===== src/rtl/mem_arbiter_if.sv =====
// Signal bundle between mem_arbiter, the I/D cache fill and write paths, and main memory.
// master = arbiter side, slave = caches plus memory side.
interface mem_arbiter_if #(
    parameter int IDXW = 3
);
    logic            icache_miss;
    logic [15:0]     icache_miss_addr;
    logic            dcache_miss;
    logic [15:0]     dcache_miss_addr;
    logic            dcache_wr_req;
    logic [15:0]     dcache_wr_addr;
    logic [15:0]     dcache_wr_data;
    logic            dcache_wr_ack;

    logic            mem_en;
    logic            mem_wr;
    logic [15:0]     mem_addr;
    logic [15:0]     mem_wdata;
    logic [15:0]     mem_rdata;
    logic            mem_data_valid;

    logic            fill_we_i;
    logic            fill_we_d;
    logic [IDXW-1:0] fill_idx;
    logic [15:0]     fill_data;
    logic            fill_done_i;
    logic            fill_done_d;
    logic            busy;

    modport master (
        input  icache_miss, icache_miss_addr, dcache_miss, dcache_miss_addr,
        input  dcache_wr_req, dcache_wr_addr, dcache_wr_data,
        input  mem_rdata, mem_data_valid,
        output dcache_wr_ack, mem_en, mem_wr, mem_addr, mem_wdata,
        output fill_we_i, fill_we_d, fill_idx, fill_data, fill_done_i, fill_done_d, busy
    );

    modport slave (
        output icache_miss, icache_miss_addr, dcache_miss, dcache_miss_addr,
        output dcache_wr_req, dcache_wr_addr, dcache_wr_data,
        output mem_rdata, mem_data_valid,
        input  dcache_wr_ack, mem_en, mem_wr, mem_addr, mem_wdata,
        input  fill_we_i, fill_we_d, fill_idx, fill_data, fill_done_i, fill_done_d, busy
    );
endinterface


===== src/rtl/mem_arbiter.sv =====
// Shares one pipelined main memory between I-fill, D-fill and D write-through.
// Define MEM_ARB_RR_EN to arbitrate I/D misses round-robin instead of D-over-I.
//
// state   | meaning
// IDLE    | no access; grant evaluated and registered here
// WRITE   | single-cycle write-through to memory, ack pulsed
// FILL    | line fill for r_tgt_d (0=I, 1=D): issue reads, steer returned words
module mem_arbiter #(
    parameter int MEM_LATENCY    = 4,
    parameter int WORDS_PER_LINE = 8
) (
    input logic           clk,
    input logic           rst,
    mem_arbiter_if.master bus
);
    localparam int              IDXW      = $clog2(WORDS_PER_LINE);
    localparam logic [15:0]     LINE_MASK = ~16'(2 * WORDS_PER_LINE - 1);
    localparam logic [IDXW-1:0] LAST_IDX  = IDXW'(WORDS_PER_LINE - 1);

    generate
        if (MEM_LATENCY < 1 || WORDS_PER_LINE < 2 ||
            (WORDS_PER_LINE & (WORDS_PER_LINE - 1)) != 0) begin : g_bad_cfg
            $error("mem_arbiter: MEM_LATENCY must be >= 1 and WORDS_PER_LINE a power of 2");
        end
    endgenerate

    typedef enum logic [1:0] {
        S_IDLE  = 2'd0,
        S_WRITE = 2'd1,
        S_FILL  = 2'd2
    } state_t;

    state_t          r_state;
    state_t          w_state_nxt;
    logic            r_tgt_d;
    logic [15:0]     r_base;
    logic [IDXW-1:0] r_iss;
    logic            r_iss_done;
    logic [IDXW-1:0] r_rcv;

    logic            w_any_miss;
    logic            w_pick_d;

    logic            w_mem_en;
    logic            w_mem_wr;
    logic [15:0]     w_mem_addr;
    logic [15:0]     w_mem_wdata;
    logic            w_wr_ack;
    logic            w_we_i;
    logic            w_we_d;
    logic [IDXW-1:0] w_fill_idx;
    logic            w_done_i;
    logic            w_done_d;
    logic            w_busy;

`ifdef MEM_ARB_RR_EN
    logic            r_favor_d;

    always_comb begin
        w_any_miss = bus.dcache_miss | bus.icache_miss;
        w_pick_d   = bus.dcache_miss & (~bus.icache_miss | r_favor_d);
    end
`else
    always_comb begin
        w_any_miss = bus.dcache_miss | bus.icache_miss;
        w_pick_d   = bus.dcache_miss;
    end
`endif

    always_comb begin
        w_state_nxt = r_state;
        w_mem_en    = 1'b0;
        w_mem_wr    = 1'b0;
        w_mem_addr  = 16'h0000;
        w_mem_wdata = 16'h0000;
        w_wr_ack    = 1'b0;
        w_we_i      = 1'b0;
        w_we_d      = 1'b0;
        w_fill_idx  = '0;
        w_done_i    = 1'b0;
        w_done_d    = 1'b0;
        w_busy      = (r_state != S_IDLE);
        case (r_state)
            S_IDLE: begin
                if (bus.dcache_wr_req) begin
                    w_state_nxt = S_WRITE;
                end else if (w_any_miss) begin
                    w_state_nxt = S_FILL;
                end
            end
            S_WRITE: begin
                w_mem_en    = 1'b1;
                w_mem_wr    = 1'b1;
                w_mem_addr  = bus.dcache_wr_addr & 16'hFFFE;
                w_mem_wdata = bus.dcache_wr_data;
                w_wr_ack    = 1'b1;
                w_state_nxt = S_IDLE;
            end
            S_FILL: begin
                // Issue side runs ahead; receive side trails by the memory latency.
                w_mem_en   = ~r_iss_done;
                if (!r_iss_done) begin
                    w_mem_addr = r_base + (16'(r_iss) << 1);
                end
                w_fill_idx = r_rcv;
                w_we_i     = bus.mem_data_valid & ~r_tgt_d;
                w_we_d     = bus.mem_data_valid & r_tgt_d;
                if (bus.mem_data_valid && r_rcv == LAST_IDX) begin
                    w_done_i    = ~r_tgt_d;
                    w_done_d    = r_tgt_d;
                    w_state_nxt = S_IDLE;
                end
            end
            default: begin
                w_state_nxt = S_IDLE;
            end
        endcase
    end

    always_ff @(posedge clk) begin
        if (rst) begin
            r_state    <= S_IDLE;
            r_tgt_d    <= 1'b0;
            r_base     <= 16'h0000;
            r_iss      <= '0;
            r_iss_done <= 1'b0;
            r_rcv      <= '0;
`ifdef MEM_ARB_RR_EN
            r_favor_d  <= 1'b1;
`endif
        end else begin
            r_state <= w_state_nxt;
            case (r_state)
                S_IDLE: begin
                    if (!bus.dcache_wr_req && w_any_miss) begin
                        r_tgt_d    <= w_pick_d;
                        r_base     <= (w_pick_d ? bus.dcache_miss_addr : bus.icache_miss_addr) & LINE_MASK;
                        r_iss      <= '0;
                        r_iss_done <= 1'b0;
                        r_rcv      <= '0;
`ifdef MEM_ARB_RR_EN
                        // Pointer only moves when both sides actually contended.
                        if (bus.dcache_miss && bus.icache_miss) begin
                            r_favor_d <= ~w_pick_d;
                        end
`endif
                    end
                end
                S_FILL: begin
                    if (!r_iss_done) begin
                        if (r_iss == LAST_IDX) begin
                            r_iss_done <= 1'b1;
                        end else begin
                            r_iss <= r_iss + IDXW'(1);
                        end
                    end
                    if (bus.mem_data_valid) begin
                        r_rcv <= r_rcv + IDXW'(1);
                        if (r_rcv == LAST_IDX) begin
                            r_iss      <= '0;
                            r_iss_done <= 1'b0;
                        end
                    end
                end
                default: begin
                end
            endcase
        end
    end

    assign bus.mem_en        = w_mem_en;
    assign bus.mem_wr        = w_mem_wr;
    assign bus.mem_addr      = w_mem_addr;
    assign bus.mem_wdata     = w_mem_wdata;
    assign bus.dcache_wr_ack = w_wr_ack;
    assign bus.fill_we_i     = w_we_i;
    assign bus.fill_we_d     = w_we_d;
    assign bus.fill_idx      = w_fill_idx;
    assign bus.fill_data     = bus.mem_rdata;
    assign bus.fill_done_i   = w_done_i;
    assign bus.fill_done_d   = w_done_d;
    assign bus.busy          = w_busy;
endmodule


===== src/flat_wrapper.sv =====
// flat-port wrapper written by rule: the top's interface ports become plain ports
module mem_arbiter_flat 
#(
    parameter int MEM_LATENCY    = 4,
    parameter int WORDS_PER_LINE = 8
)
  (clk, rst, bus_icache_miss, bus_icache_miss_addr, bus_dcache_miss, bus_dcache_miss_addr, bus_dcache_wr_req, bus_dcache_wr_addr, bus_dcache_wr_data, bus_mem_rdata, bus_mem_data_valid, bus_dcache_wr_ack, bus_mem_en, bus_mem_wr, bus_mem_addr, bus_mem_wdata, bus_fill_we_i, bus_fill_we_d, bus_fill_idx, bus_fill_data, bus_fill_done_i, bus_fill_done_d, bus_busy);
  mem_arbiter_if #(.IDXW((3))) bus_i ();
  input logic clk;
  input logic rst;
  input wire logic [$bits(bus_i.icache_miss)-1:0] bus_icache_miss;
  input wire logic [$bits(bus_i.icache_miss_addr)-1:0] bus_icache_miss_addr;
  input wire logic [$bits(bus_i.dcache_miss)-1:0] bus_dcache_miss;
  input wire logic [$bits(bus_i.dcache_miss_addr)-1:0] bus_dcache_miss_addr;
  input wire logic [$bits(bus_i.dcache_wr_req)-1:0] bus_dcache_wr_req;
  input wire logic [$bits(bus_i.dcache_wr_addr)-1:0] bus_dcache_wr_addr;
  input wire logic [$bits(bus_i.dcache_wr_data)-1:0] bus_dcache_wr_data;
  input wire logic [$bits(bus_i.mem_rdata)-1:0] bus_mem_rdata;
  input wire logic [$bits(bus_i.mem_data_valid)-1:0] bus_mem_data_valid;
  output wire logic [$bits(bus_i.dcache_wr_ack)-1:0] bus_dcache_wr_ack;
  output wire logic [$bits(bus_i.mem_en)-1:0] bus_mem_en;
  output wire logic [$bits(bus_i.mem_wr)-1:0] bus_mem_wr;
  output wire logic [$bits(bus_i.mem_addr)-1:0] bus_mem_addr;
  output wire logic [$bits(bus_i.mem_wdata)-1:0] bus_mem_wdata;
  output wire logic [$bits(bus_i.fill_we_i)-1:0] bus_fill_we_i;
  output wire logic [$bits(bus_i.fill_we_d)-1:0] bus_fill_we_d;
  output wire logic [$bits(bus_i.fill_idx)-1:0] bus_fill_idx;
  output wire logic [$bits(bus_i.fill_data)-1:0] bus_fill_data;
  output wire logic [$bits(bus_i.fill_done_i)-1:0] bus_fill_done_i;
  output wire logic [$bits(bus_i.fill_done_d)-1:0] bus_fill_done_d;
  output wire logic [$bits(bus_i.busy)-1:0] bus_busy;
  assign bus_i.icache_miss = bus_icache_miss;
  assign bus_i.icache_miss_addr = bus_icache_miss_addr;
  assign bus_i.dcache_miss = bus_dcache_miss;
  assign bus_i.dcache_miss_addr = bus_dcache_miss_addr;
  assign bus_i.dcache_wr_req = bus_dcache_wr_req;
  assign bus_i.dcache_wr_addr = bus_dcache_wr_addr;
  assign bus_i.dcache_wr_data = bus_dcache_wr_data;
  assign bus_i.mem_rdata = bus_mem_rdata;
  assign bus_i.mem_data_valid = bus_mem_data_valid;
  assign bus_dcache_wr_ack = bus_i.dcache_wr_ack;
  assign bus_mem_en = bus_i.mem_en;
  assign bus_mem_wr = bus_i.mem_wr;
  assign bus_mem_addr = bus_i.mem_addr;
  assign bus_mem_wdata = bus_i.mem_wdata;
  assign bus_fill_we_i = bus_i.fill_we_i;
  assign bus_fill_we_d = bus_i.fill_we_d;
  assign bus_fill_idx = bus_i.fill_idx;
  assign bus_fill_data = bus_i.fill_data;
  assign bus_fill_done_i = bus_i.fill_done_i;
  assign bus_fill_done_d = bus_i.fill_done_d;
  assign bus_busy = bus_i.busy;
  mem_arbiter #(.MEM_LATENCY(MEM_LATENCY), .WORDS_PER_LINE(WORDS_PER_LINE)) u_core (.clk(clk), .rst(rst), .bus(bus_i));
endmodule

===== config.mk =====
export PLATFORM = sky130hd
export DESIGN_NAME = mem_arbiter_flat
export DESIGN_NICKNAME = d
export VERILOG_FILES = /design/src/rtl/mem_arbiter_if.sv /design/src/rtl/mem_arbiter.sv /design/src/flat_wrapper.sv
export SDC_FILE = /design/constraint.sdc
export NUM_CORES = 1
export LEC_CHECK = 0
export ABC_CLOCK_PERIOD_IN_PS = 2000
export CAP_MARGIN = 15
export CORE_MARGIN = 2
export CORE_UTILIZATION = 31
export CTS_CLUSTER_SIZE = 12
export DETAILED_ROUTE_END_ITERATION = 16
export GPL_ROUTABILITY_DRIVEN = 0
export GPL_TIMING_DRIVEN = 1
export PLACE_DENSITY = 0.93
export SLEW_MARGIN = 40
export SYNTH_ARGS = -nofsm -noshare
export SYNTH_HDL_FRONTEND = slang
export SYNTH_SLANG_ARGS = --single-unit

===== constraint.sdc =====
create_clock -name clk -period 2 [get_ports clk]
set_clock_uncertainty 0.2 [all_clocks]
set_input_delay 0.3 -clock clk [delete_from_list [all_inputs] [get_ports clk]]
set_output_delay 0.3 -clock clk [all_outputs]
set_load 0.01 [all_outputs]

# After elaboration in Yosys (flattened, before gate mapping)
# Index checks and enable logic that the tools add are counted.
dict set report totals {
  regBits 22
  input_bits 86
  output_inout_bits 59
}
dict set report classes {
  add_sub_neg 3
  n_eq_ne 8
  mux 31
  bitwise 5
  reduce_logical 10
}
# operator count
set ops {}
lappend ops {{$mux 16} 3}
lappend ops {{$pmux 16 s2} 1}
lappend ops {{$mux 3} 7}
lappend ops {{$add 16x4->16} 1}
lappend ops {{$mux 1} 12}
lappend ops {{$pmux 3 s2} 2}
lappend ops {{$add 3x1->3 const B} 2}
lappend ops {{$eq 3x3->1 const B} 2}
lappend ops {{$mux 2} 3}
lappend ops {{$reduce_and 2->1} 3}
lappend ops {{$ne 2x1->1 const B} 2}
lappend ops {{$pmux 1 s2} 2}
lappend ops {{$pmux 2 s2} 1}
lappend ops {{$reduce_bool 2->1} 2}
lappend ops {{$ne 3x2->1 const B} 1}
lappend ops {{$reduce_and 3->1} 1}
lappend ops {{$and 1x1->1} 2}
lappend ops {{$eq 2x1->1 const B} 1}
lappend ops {{$eq 2x2->1 const B} 1}
lappend ops {{$logic_and 1x1->1} 2}
lappend ops {{$logic_not 2->1} 1}
lappend ops {{$ne 2x2->1 const B} 1}
lappend ops {{$not 1->1} 2}
lappend ops {{$logic_not 1->1} 1}
lappend ops {{$or 1x1->1} 1}

# Longest topological paths before layout
dict set report depth {
  ltp_word 6
  ltp_mapped 8
}

# Worst setup path after synthesis
# OpenSTA, ideal clock, no wires.
dict set report synth_timing {
  path_kind {register to output}
  from {register u_core.r_state[0]}
  to {output bus_mem_addr[10]}
  arrival_time_ps 1401
  t_required_ps 1500
  slack_ps 99
  path_stages_with_launch 9
  cell_sequence {dfxtp_1 inv_1 ha_1 buf_2 inv_2 nor2_2 buf_2 a22oi_1 nor2b_1}
}
dict set report synth_between {
  elab_chain_len 2
  elab_cells_between_ends 3
  classes_between {2 x eq/ne; 1 x mux}
}
# element line_no
set synth_lines {}
lappend synth_lines {{start, declared} mem_arbiter.sv:33} ;# state_t r_state;
lappend synth_lines {{start signal, assigned} mem_arbiter.sv:132} ;# r_state <= w_state_nxt;
lappend synth_lines {{$eq 2x2->1 or $eq 2x1->1 (tied branches)} mem_arbiter.sv:83} ;# case (r_state)
lappend synth_lines {{$pmux 16 s2 (*)} mem_arbiter.sv:83}
lappend synth_lines {{end, declared} flat_wrapper.sv:23} ;# output wire logic [$bits(bus_i.mem_addr)-1:0] bus_mem_addr;
# Every way passes the cells marked *; elsewhere a longest branch is shown, timed or not.

# Final worst setup path
dict set report layout_timing {
  from {register u_core.r_state[0]}
  to {output bus_mem_addr[15]}
}
# Same word-level chain as after synthesis.

==> results by stage <==
Run status:
- The flow ran to the end, but the final reports show violations.
- The checks that failed: setup timing.

Critical path:
- By startpoint and endpoint, the worst setup path is classified as flip-flop to output pin.
- Traced cell by cell, the critical path runs through inv_4 > ha_4 > inv_4 > nor2_4 > buf_6 > buf_6 > a22oi_2 > nor2b_1 > buf_2.
- STA classifies the critical path startpoint as a flip-flop.
- Data arrives at the worst endpoint at 1.54 ns.
- The depth of the most critical reg-to-reg path is 6.
- The worst setup path is captured at an output pin.
- The data required time of the critical path is roughly 1.5 ns.
- For this run, the slowest stage of the critical path takes 0.37 ns.
- The slowest stage cell on the critical path is dfxtp_4.
- The setup slack on the worst flop-to-flop path is around 0.22 ns.
- Along the worst path, the maximum fanout reaches 7.

Drt:
- The routed layout has 1774 vias.
- Before antenna repair, the detailed router went through 4 iterations.
- The first-iteration detailed-routing DRC count is 35.
- The detail route stage leaves a number of antenna-violating nets equal to 0.
- After detailed routing, the number of remaining DRC violations is 0.
- After detailed routing, the total wire length is ~5000 microns.
- In the final routed layout, each cell accounts on average for about 14 microns.
- The post-detailed-route via-to-cell ratio is 4.89.

STA:
- Once routing completed, OpenROAD measured the worst setup slack at -0.0412 ns.
- The minimum clock period is between 2 and 2.5 ns.
- Based on the critical path, the design can be clocked at up to 490 MHz.
- Setup violations remaining at the end of the flow were counted as 6.
- The setup total negative slack is -0.179 ns.
- The count of endpoints failing hold in the final timing report is 0.
- The max-slew violation total from the final report is 0.
- The portion of the clock cycle consumed by the worst path in the final layout is 1.02.
- Setup repair after global routing could not meet its margin everywhere.

Clocking:
- The clock net in this run drives a total of 22 sinks.
- CTS built an H-tree with a depth of 1.
- The clock buffer count from CTS is 3.
- The maximum count of clock buffers along a single path is 2.
- After clock tree synthesis, the clock-pin slew on the worst setup and hold paths is roughly 0.08 ns.
- The latest clock arrival within the worst-skew pair is between 0.2 and 0.3 ns.
- CTS placed an instance of clkbuf_8 at the clock tree root.
- TritonCTS built the clock tree.

Global route:
- The global-route wire length before repair is approximately 7200 microns.
- Entering global routing, the biggest net connects 17 pins.
- The initial antenna violation count is 0.
- The total overflow left after global routing is 0.
- The total global routing track utilization is 0.162.
- The number of global-route vias before repair is approximately 1600.

Floorplanning:
- The overall die area is about 0.0057 sq mm.
- Measured along the y axis, the die boundary spans around 76 microns.
- For this configuration, the core starts out at a cell density of 0.317.
- During I/O placement, the number of pins put on the boundary was roughly 150.
- Row generation in the floorplan step produced 26 rows.
- The width of the die is ~76 microns.
- The core region area is between 0.005 and 0.006 sq mm.

Placed design:
- In this run the tool buffered the top-level ports with about 100 buffer cells.
- In this run the cell area measured after placement is roughly 0.0027 sq mm.
- The setup slack after placement is -0.177 ns.
- The detailed-placement wirelength estimate is between 3000 and 4000 microns.

Layout:
- Once layout is complete, the utilization of the core stands at 0.543.
- In the layout the commonest cells are 60 x clkdlybuf4s50_1, 19 x and2_1, 19 x dlygate4sd2_1, 19 x dfxtp_1.
- The number of nets in the layout is around 390.
- The final non-filler cell area is between 0.002 and 0.003 sq mm.
- Compared with the post-synthesis result, the final layout area differs by 71.4%.
- The repair_antennas step left the layout with diodes totalling 0.
- Of the cells placed in the final design, the portion with a size suffix greater than 1 is 0.222.
- The leading cell type in the layout, fill and taps excluded is clkdlybuf4s50_1.

Synthesis:
- The number of warning messages in the yosys log is 0.
- The number of instances in the synthesized netlist is slightly below 200.
- The number of flops mapped to enable cells by yosys is 0.
- The cell area after technology mapping is ~0.0016 sq mm.
- The register bit total from synthesis is 22.
- The sequential cell area fraction in the yosys report is 0.276.
- Among all flip-flop cells after synthesis, the most frequent one is dfxtp_1.
- After synthesis, the netlist uses 35 different library cells.
- The post-synth net total is about 290.
- After synthesis, the share of flip-flops with an asynchronous set or reset is 0.
- The average instance area after synthesis is ~8.1 sq um.

Power:
- The total power consumption of the routed design is ~1400 uW.
- The worst-case IR drop observed on VDD is between 0.0002 and 0.0003 V.
- The power density relative to cell area is 522 mW/mm^2.
- The analysis attributes to cell leakage a power of between 0.001 and 0.0015 uW.

Min path:
- The number of stages on the worst hold path is 2.
- In this run the worst hold path is classified as flip-flop to flip-flop.

Run:
- The total of max-cap violations is 0.
[Yosys cell counts (2+ instances only)]
library cell	count	share of area
a22oi_1	16	0.075
a21oi_1	5	0.016
buf_4	18	0.085
mux2i_1	12	0.075
o21ai_0	4	0.013
clkbuf_1	6	0.014
nor2_2	2	0.0078
a211oi_1	13	0.061
ha_1	6	0.047
a221oi_1	2	0.011
nor3_1	2	0.0063
dfxtp_1	22	0.28
buf_2	6	0.019
inv_1	5	0.012
nand4_1	2	0.0078
nand2b_1	2	0.0078
nor2b_1	17	0.067
nor2_1	17	0.040
a31oi_1	2	0.0078
and2_1	19	0.074
nand2_1	4	0.0094
[timing repair]
| item | 4_1_cts | 5_1_grt |
|---|---|---|
| setup endpoints to repair | 42 | 19 |
| pin swaps | 0 | 2 |
| gates resized for setup | 119 | 12 |
| hold buffers | 0 | 0 |
| setup buffers | 3 | 0 |
[critical path: cells and delay by family, from the launching register on]
kind / cells / cell delay [ns]
DFF: 1 / 0.37
and+or+nand+nor: 2 / 0.23
adders and majority gates: 1 / 0.14
AOI/OAI and AO/OA: 1 / 0.04
buffers and inverters: 5 / 0.49
[where the power goes]
group	switching, uW	total (uW)	internal (uW)
registers	25.6	500	474
clock network	156	332	176
logic	262	598	337
total	443	1430	987
[routing by layer]
layer  part of all wire  vias up  global-route usage  routed length [microns]
met4             0.0042        0              0.0253                       21
met2               0.51       93               0.311                     2550
met3               0.10        3              0.0423                      499
met1               0.39      808               0.181                     1940
met5                  0        -                   0                        0
li1                   -      870                   -                        -
[path summary, 6_finish.rpt]
path | start | endpoint
worst max register to register | u_core.r_state[1] | u_core.r_rcv[0]
worst max-delay path | u_core.r_state[0] | bus_mem_addr[15]
worst min register to register | u_core.r_rcv[0] | u_core.r_rcv[0]
worst min-delay path | u_core.r_rcv[0] | u_core.r_rcv[0]
[kinds of logic (layout without fill, tap and decap cells)]
group,count (synthesis),in the layout,share of synthesized area
flops,22,22,0.276
other cells,1,1,0.00235
mux,12,12,0.0752
fa+ha+maj,6,6,0.0470
buf+inv,36,133,0.132
simple gates,69,69,0.240
compound gates,50,50,0.228
[sequential cells by signal, indices dropped and copies added, names as in the netlist]
name               cells
u_core.r_iss_done      1
u_core.r_rcv           3
u_core.r_state         2
u_core.r_tgt_d         1
u_core.r_base         12
u_core.r_iss           3
[cell type report]
cell class,count,area (sq um)
well taps,70,87.6
multi-input cells,138,1020
inverters,6,27.5
fillers,473,2310
flip-flops and latches,22,447
clock buffers,4,55.1
repair buffers,123,1100
[stage by stage]
step / instances / hold slack, ns
6_report: 363 / 0.299
2_1_floorplan: 196 / 0.179
4_1_cts: 363 / 0.304
3_5_place_dp: 356 / 0.292
3_3_place_gp: 356 / 0.273
5_1_grt: 363 / 0.323
(Power assumes the default switching activity.)
